### src/rtl/onehot_decoder_seq.sv
// rtl/onehot_decoder_seq.sv - registered binary-to-one-hot decoder with optional scan mode (DECODER_SCAN_EN)
module onehot_decoder_seq #(
   parameter int SEL_W   = 3,
   parameter int DWELL_W = 8
) (
   input  logic                  clk,
   input  logic                  rst_n,
   input  logic                  en,
   input  logic                  in_valid,
   output logic                  in_ready,
   input  logic [SEL_W-1:0]      sel,
   input  logic                  mode,
   input  logic [DWELL_W-1:0]    dwell,
   output logic [2**SEL_W-1:0]   y,
   output logic                  y_valid,
   output logic                  wrap
);

   localparam int OUT_W = 2**SEL_W;

`ifdef DECODER_SCAN_EN
   typedef enum logic [1:0] {IDLE, HOLD, SCAN} state_t;
`else
   typedef enum logic [0:0] {IDLE, HOLD} state_t;
`endif

   state_t             state_q, state_d;
   logic [OUT_W-1:0]   y_d;
   logic               wrap_d;
   logic               accept;

`ifdef DECODER_SCAN_EN
   logic [SEL_W-1:0]   idx_q, idx_d;
   logic [DWELL_W-1:0] cnt_q, cnt_d;
   logic [DWELL_W-1:0] dwell_q, dwell_d;
   logic [SEL_W-1:0]   idx_nx;
`else
   logic               unused_inputs;
   assign unused_inputs = ^{mode, dwell};
`endif

   function automatic logic [OUT_W-1:0] onehot(input logic [SEL_W-1:0] s);
      logic [OUT_W-1:0] v;
      v    = '0;
      v[s] = 1'b1;
      return v;
   endfunction

   // Ready follows enable; forced low while reset is asserted.
   assign in_ready = en & rst_n;
   assign accept   = in_valid & in_ready;

`ifdef DECODER_SCAN_EN
   assign idx_nx = idx_q + 1'b1;
`endif

   // Next-state and next-output logic; an accept always wins over a scan step.
   always_comb begin
      state_d = state_q;
      y_d     = y;
      wrap_d  = 1'b0;
`ifdef DECODER_SCAN_EN
      idx_d   = idx_q;
      cnt_d   = cnt_q;
      dwell_d = dwell_q;
`endif
      if (!en) begin
         state_d = IDLE;
         y_d     = '0;
`ifdef DECODER_SCAN_EN
         idx_d   = '0;
         cnt_d   = '0;
`endif
      end else if (accept) begin
         y_d = onehot(sel);
`ifdef DECODER_SCAN_EN
         if (mode) begin
            state_d = SCAN;
            idx_d   = sel;
            cnt_d   = '0;
            dwell_d = dwell;
         end else begin
            state_d = HOLD;
         end
`else
         state_d = HOLD;
`endif
      end
`ifdef DECODER_SCAN_EN
      else if (state_q == SCAN) begin
         if (cnt_q == dwell_q) begin
            cnt_d  = '0;
            idx_d  = idx_nx;
            y_d    = onehot(idx_nx);
            wrap_d = (idx_q == {SEL_W{1'b1}});
         end else begin
            cnt_d = cnt_q + 1'b1;
         end
      end
`endif
   end

   // State and output registers; reset clears everything asynchronously.
   always_ff @(posedge clk or negedge rst_n) begin
      if (!rst_n) begin
         state_q <= IDLE;
         y       <= '0;
         y_valid <= 1'b0;
         wrap    <= 1'b0;
`ifdef DECODER_SCAN_EN
         idx_q   <= '0;
         cnt_q   <= '0;
         dwell_q <= '0;
`endif
      end else begin
         state_q <= state_d;
         y       <= y_d;
         y_valid <= (state_d != IDLE);
         wrap    <= wrap_d;
`ifdef DECODER_SCAN_EN
         idx_q   <= idx_d;
         cnt_q   <= cnt_d;
         dwell_q <= dwell_d;
`endif
      end
   end

endmodule

### config.mk
export PLATFORM = sky130hd
export DESIGN_NAME = onehot_decoder_seq
export DESIGN_NICKNAME = d
export VERILOG_FILES = /design/src/rtl/onehot_decoder_seq.sv
export SDC_FILE = /design/constraint.sdc
export NUM_CORES = 1
export LEC_CHECK = 0
export CAP_MARGIN = 25
export CORE_AREA = 2 2 39 41
export CTS_BUF_LIST = sky130_fd_sc_hd__clkbuf_16
export DETAILED_ROUTE_END_ITERATION = 8
export DIE_AREA = 0 0 41 43
export PLACE_DENSITY = 0.72
export SLEW_MARGIN = 20
export SYNTH_ARGS = -nofsm -noshare
export SYNTH_HDL_FRONTEND = slang
export SYNTH_SLANG_ARGS = --single-unit
### constraint.sdc
create_clock -name clk -period 1.1 [get_ports clk]
set_clock_uncertainty 0.2 [all_clocks]
set_input_delay 0.11 -clock clk [delete_from_list [all_inputs] [get_ports clk]]
set_output_delay 0.11 -clock clk [all_outputs]
set_load 0.005 [all_outputs]
==> summary.md, run 1 <==
| Metric | Value |
|---|---|
| Bufs and invs on worst path | `1` |
| Syn_nets | `57` |
| Tcrit/Tclk final | `95.9%` |
| Fmax | `948 MHz` |
| Post-synth top area cell | `dfrtp_1` |
| FP Rows | `14` |
| CP Capture Type | `primary output` |
| Final Hold Viols | `0` |
| Setup TNS | `0 ns` |
| NetSw | `0.207 mW` |
| Num CTS Buffers | `3` |
| Drt drc | `0` |
| Drt initial violations | `2` |
| Worst min-delay path endpoint | `y[1]$_DFFE_PN0P_` |
| Ys async rst share | `100%` |
| Crit-path cells | `buf_2` |
| Chip Width | `41 um` |
| Synthesis-stage register bit count | `9` |
| Synth top area share | `51.9%` |
| H-tree levels | `1` |
| DR pass1 iterations | `2` |
| CTS clk-pin slew, worst paths | `0.04 ns` |
| Hold path depth | `3` |
| Clock sink count | `9` |
| R2R Path Start | `y[0]$_DFFE_PN0P_` |
| Setup CP Type | `reg -> out` |
| GPL Wtd Cong | `0.653` |
| Fillcell total | `122` |
| Worst Setup Start Kind | `register` |
| CTS tree | `done` |
| Tmin final | `1.05 ns` |
| Power density cells | `1410 nW/um2` |
| Hold WS | `0.155 ns` |
| Initial antenna violation count | `0` |
| Final WL | `1.08 mm` |
| Synth unique cells | `12` |
| Sequential power share | `31.5%` |
| Synth top area cells | `dfrtp_1 52%, mux2i_1 18%, nand2_1 8.6%` |
| Count of pins over their slew limit | `0` |
| Cells after Synth | `41` |
| Gr usage total | `14.6%` |
| Synthesis-to-finish area growth | `79.3%` |
| Finished Core Util | `56.2%` |
| Hold_sp | `sel[2]` |
| Largest net degree at the start of global routing | `11` |
| Post-synth top cells | `10 x nand2_1, 9 x dfrtp_1, 8 x mux2i_1` |
| Worst EP required | `0.79 ns` |
| VDD IR max | `0.000743 V` |
| Combinational share of power | `11.2%` |
| RR Endpoint | `y[0]$_DFFE_PN0P_` |
| Delay-heaviest family, CP | `flip-flops` |
| Vias in the first global route | `376` |
| Core footprint | `1380 um2` |
| IO buf count | `16` |
| Antenna Cells | `0` |
| Main synth FF type | `dfrtp_1` |
| Post-synth EDFFs | `0` |
| RSZ-0062 raised after global routing | `false` |
| Post-DR wirelength/cell | `12.3 um` |
| Dpl hpwl | `678 um` |
| Vias per cell | `4.49` |
| Final worst setup slack | `0.0453 ns` |
| Fraction of layout cells with a size suffix above 1 | `37.5%` |
| Leak | `0.445 nW` |
| Most numerous cell in the Yosys netlist | `nand2_1` |
| Clock root buffer master | `clkbuf_16` |
| Max-cap violations | `0` |
| R2r setup slk | `0.17 ns` |
| IO Count | `27` |
| Clock power frac | `57.3%` |
| First-pass GRT wire length | `1.68 mm` |
| Register area share after synthesis | `51.9%` |
| Status | `finished clean` |
| Critical-path top delay cell | `dfrtp_1` |
| Yosys Warn Count | `0` |
| Syn Area/Cell | `10.6 um2` |
| Hold Crit Class | `in -> reg` |
| Via count | `395` |
| Setup violators final | `0` |
| Nets | `89` |
| Max stage delay on crit path | `0.38 ns` |
| Antenna-violating nets left | `0` |
| Max Root-Sink Buffers | `2` |
| Switching part of the total | `18.9%` |
| Clock Latency Late Sink | `0.23 ns` |
| Die height | `43 um` |
| R2R depth | `3` |
| Overflow after GRT | `0` |
| Initial core utilization | `31.4%` |
| Pint | `0.887 mW` |
| Crit Path Max Fanout | `2` |
| Die area | `1760 um2` |
| Design Power | `1.09 mW` |
| Area of the mapped netlist | `434 um2` |
| Worst slack, placed | `-0.402 ns` |
| Crit path DAT | `0.74 ns` |
-- cell usage in the layout (no fill, tap or decap), drive strengths merged --
cell type	netlist	final
buf	2	21
nand2	10	10
dfrtp	9	9
mux2i	8	8
dlygate4sd2	0	5
clkbuf	1	4
nand3b	3	3
or3b	3	3
nand3	2	2
and2	1	1
or3	1	1
conb	1	1
inv	0	1
dlygate4sd3	0	1
dlymetal6s2s	0	1
clkdlybuf4s15	0	1
-- logic make-up after synthesis --
group	synth area share [%]
DFF	51.9
and+or+nand+nor	25.1
other	0.864
buffers and inverters	3.75
muxes	18.4
-- state kept, by name, summed over array words and instances, names as in the netlist --
name     count
y            8
y_valid      1
-- worst min-delay path, cell delays in order --
cell and delay, ns:
dlygate4sd2_1 0.26, or3b_1 0.12, mux2i_1 0.05
-- routing by layer --
layer  routed length (um)  part of all wire, %  vias up  global-route usage, %
li1                     -                    -      198                      -
met4                   23                  2.1        0                   10.0
met1                  497                   46      179                   18.5
met2                  504                   47       14                   20.0
met5                    0                    0        -                      0
met3                   55                  5.1        4                   5.24
-- area by class of cell --
class / count / area, um2 / area share [%]
Timing Repair Buffer: 30 / 253 / 32.5
Sequential cell: 9 / 225 / 28.9
Multi-Input combinational cell: 29 / 201 / 25.9
Clock buffer: 3 / 75.1 / 9.65
Tap cell: 16 / 20.0 / 2.57
Clock inverter: 1 / 3.75 / 0.482
-- power by group through the flow --
stage	logic (mW)	registers [mW]	clock network [mW]
4_1_cts	0.116	0.345	0.630
6_report	0.122	0.345	0.627
2_1_floorplan	0.0352	0.351	0
5_1_grt	0.135	0.346	0.648
3_5_place_dp	0.117	0.350	0
3_3_place_gp	0.115	0.350	0
-- through the flow --
stage | area, um2 | std cells
after floorplan | 434 | 41
after global placement | 663 | 77
after detailed placement | 663 | 77
after CTS | 747 | 87
after global routing | 778 | 88
final | 778 | 88
-- what timing repair did --
action | in CTS | in global routing
hold endpoints to repair | 9 | 0
setup endpoints to repair | 19 | 1
buffers inserted | 5 | 0
pin swaps | 0 | 1
hold buffers | 1 | 0
gates cloned | 0 | 1
resized for setup | 45 | 2
-- how the worst max path moves through the flow --
| stage | startpoint | to | slack (ns) | cells past startpoint |
|---|---|---|---|---|
| after global routing | y[2]$_DFFE_PN0P_ | y[2] | 0.02 | 1 |
| after global placement | rst_n | in_ready | -0.40 | 3 |
| after floorplan | in_valid | y[0]$_DFFE_PN0P_ | 0.25 | 3 |
| after detailed placement | en | y[6]$_DFFE_PN0P_ | -0.40 | 5 |
| after CTS | y[2]$_DFFE_PN0P_ | y[2] | 0.04 | 1 |
| final | y[2]$_DFFE_PN0P_ | y[2] | 0.05 | 1 |
(Power assumes the default switching activity.)
==> inputs of run 2 (changes only) <==
--- a/config.mk
+++ b/config.mk
@@ -6,11 +6,13 @@
 export NUM_CORES = 1
 export LEC_CHECK = 0
 export CAP_MARGIN = 25
-export CORE_AREA = 2 2 39 41
+export CELL_PAD_IN_SITES_DETAIL_PLACEMENT = 1
+export CELL_PAD_IN_SITES_GLOBAL_PLACEMENT = 1
+export CORE_UTILIZATION = 24
 export CTS_BUF_LIST = sky130_fd_sc_hd__clkbuf_16
 export DETAILED_ROUTE_END_ITERATION = 8
-export DIE_AREA = 0 0 41 43
-export PLACE_DENSITY = 0.72
+export MAX_ROUTING_LAYER = met4
+export PLACE_DENSITY_LB_ADDON = 0.1
 export SLEW_MARGIN = 20
 export SYNTH_ARGS = -nofsm -noshare
 export SYNTH_HDL_FRONTEND = slang
==> run 2 against run 1 <==
Compared with the run above: routed wire length grew 8.0%; via count rose by 5.3%; critical path type unchanged; combinational power about the same; largest cell class unchanged; die area rose by 12%; final area shrank 0.48%; critical endpoint is now y[3]; largest power group unchanged; non-clock buffer count down 2; sequential power barely moved; register-to-register slack worse by 0.02 ns; utilization decreased by 11 points.
==> summary.md, run 2 (synthesis gave the netlist of run 1 again) <==
| Metric | Value |
|---|---|
| Status | `finished clean` |
| Setup violators final | `0` |
| DR pass1 iterations | `4` |
| Tmin final | `1.06 ns` |
| Count of pins over their slew limit | `0` |
| Max reg flops | `8` |
| Initial core utilization | `25.4%` |
| Clock root buffer master | `clkbuf_16` |
| Crit Path Max Fanout | `2` |
| CTS clk-pin slew, worst paths | `0.04 ns` |
| Clock Latency Late Sink | `0.23 ns` |
| Setup TNS | `0 ns` |
| CTS tree | `done` |
| Synthesis-to-finish area growth | `78.4%` |
| Gr usage total | `14.4%` |
| Most frequent cells in the layout | `10 x nand2_1, 9 x buf_2, 9 x dfrtp_1, 8 x mux2i_1, 8 x buf_4` |
| Leak | `0.441 nW` |
| Chip Width | `44.5 um` |
| Hold Crit Class | `in -> reg` |
| Clock power frac | `57.6%` |
| Initial antenna violation count | `0` |
| Max stage delay on crit path | `0.38 ns` |
| Tcrit/Tclk final | `96.0%` |
| Pint | `0.885 mW` |
| Sequential power share | `31.5%` |
| Max-cap violations | `0` |
| Drt initial violations | `3` |
| VDD IR max | `0.000902 V` |
| Most flops, register | `y` |
| Max Root-Sink Buffers | `2` |
| Setup CP Type | `reg -> out` |
| Worst Setup Start Kind | `register` |
| Layout Cells excl Fill | `95` |
| Nets | `87` |
| Placed cell count | `86` |
| Vias per cell | `4.38` |
| Overflow after GRT | `0` |
| Post-DR wirelength/cell | `12.3 um` |
| Fmax | `947 MHz` |
| H-tree levels | `1` |
| NetSw | `0.212 mW` |
| Antenna-violating nets left | `0` |
| Core footprint | `1710 um2` |
| Delay-heaviest family, CP | `flip-flops` |
| FP Rows | `15` |
| Drt drc | `0` |
| Combinational share of power | `10.9%` |
| Clock sink count | `9` |
| Critical-path top delay cell | `dfrtp_1` |
| IO Count | `27` |
| Die area | `1980 um2` |
| Final WL | `1.17 mm` |
| Num CTS Buffers | `3` |
| RSZ-0062 raised after global routing | `false` |
| Worst EP required | `0.79 ns` |
| DP Area | `674 um2` |
| Antenna Cells | `0` |
| Power density cells | `1420 nW/um2` |
| IO buf count | `16` |
| Bufs and invs on worst path | `1` |
| Vias in the first global route | `414` |
| Switching part of the total | `19.3%` |
| CP Capture Type | `primary output` |
| First-pass GRT wire length | `1.85 mm` |
| Via count | `416` |
| Largest net degree at the start of global routing | `10` |
| Die height | `44.5 um` |
| Biggest regs | `y (8), y_valid (1)` |
| Final Hold Viols | `0` |
| Crit path DAT | `0.75 ns` |
| Most common cell after layout, fill and taps aside | `nand2_1` |
| Final design area excluding fillers | `774 um2` |
| Fraction of layout cells with a size suffix above 1 | `37.1%` |
| Crit-path cells | `buf_2` |
| GPL Wtd Cong | `0.692` |
[run 2: changes by cell type in the layout (fill, tap and decap cells not counted)]
cell,change
clkdlybuf4s15_2,+1
clkdlybuf4s15_1,-1
and2_4,+1
mux2i_1,+1
mux2i_2,-1
buf_4,-2
and2_1,-1
[run 2: worst paths after layout]
kind,to,cells after the start,start,slack [ns]
min in group asynchronous,y[3]$_DFFE_PN0P_,4,rst_n,0.39
hold reg to reg,y_valid$_DFFE_PN0P_,2,y_valid$_DFFE_PN0P_,0.29
setup reg to reg,y[2]$_DFFE_PN0P_,3,y[2]$_DFFE_PN0P_,0.15
max in group asynchronous,y[2]$_DFFE_PN0P_,4,rst_n,0.18
hold / removal,y_valid$_DFFE_PN0P_,4,in_valid,0.16
setup / recovery,y[3],1,y[3]$_DFFE_PN0P_,0.04
[run 2: final cells by class]
type / count / area [um2]
clock inverter: 1 / 3.75
clock buffer: 3 / 75.1
sequential: 9 / 225
multi-input combinational: 29 / 200
tap: 25 / 31.3
fill: 187 / 933
timing repair buffer: 28 / 239
[run 2: power groups by stage]
stage,logic (mW),clock network (mW),registers [mW]
after floorplan,0.0352,0,0.351
after global placement,0.113,0,0.350
after detailed placement,0.117,0,0.350
after CTS,0.113,0.644,0.346
after global routing,0.131,0.660,0.346
final,0.119,0.631,0.346
[run 2: per-stage QoR]
step / hold slack [ns] / setup WS, ns / utilization [%] / total power, mW
global route: 0.189 / 0.0178 / 45.3 / 1.14
detailed placement: 0.273 / -0.439 / 39.5 / 0.468
CTS: 0.166 / 0.0262 / 43.4 / 1.10
global placement: 0.263 / -0.410 / 39.5 / 0.463
floorplan: -0.386 / 0.246 / - / 0.386
finish: 0.160 / 0.0443 / 45.3 / 1.10
[run 2: per-layer routing]
metal / vias up / track usage [%] / routed length [um]
met1: 198 / 15.4 / 492
li1: 195 / - / -
met5: - / - / 0
met2: 18 / 21.5 / 569
met4: 0 / 12.7 / 34
met3: 5 / 4.08 / 72
[run 2: repair_timing]
action	4_1_cts	5_1_grt
setup endpoints to repair	19	7
hold buffers	1	0
setup buffers	3	0
gates resized for setup	46	2
hold endpoints to repair	9	0
gates cloned	0	1
pin swaps	0	1
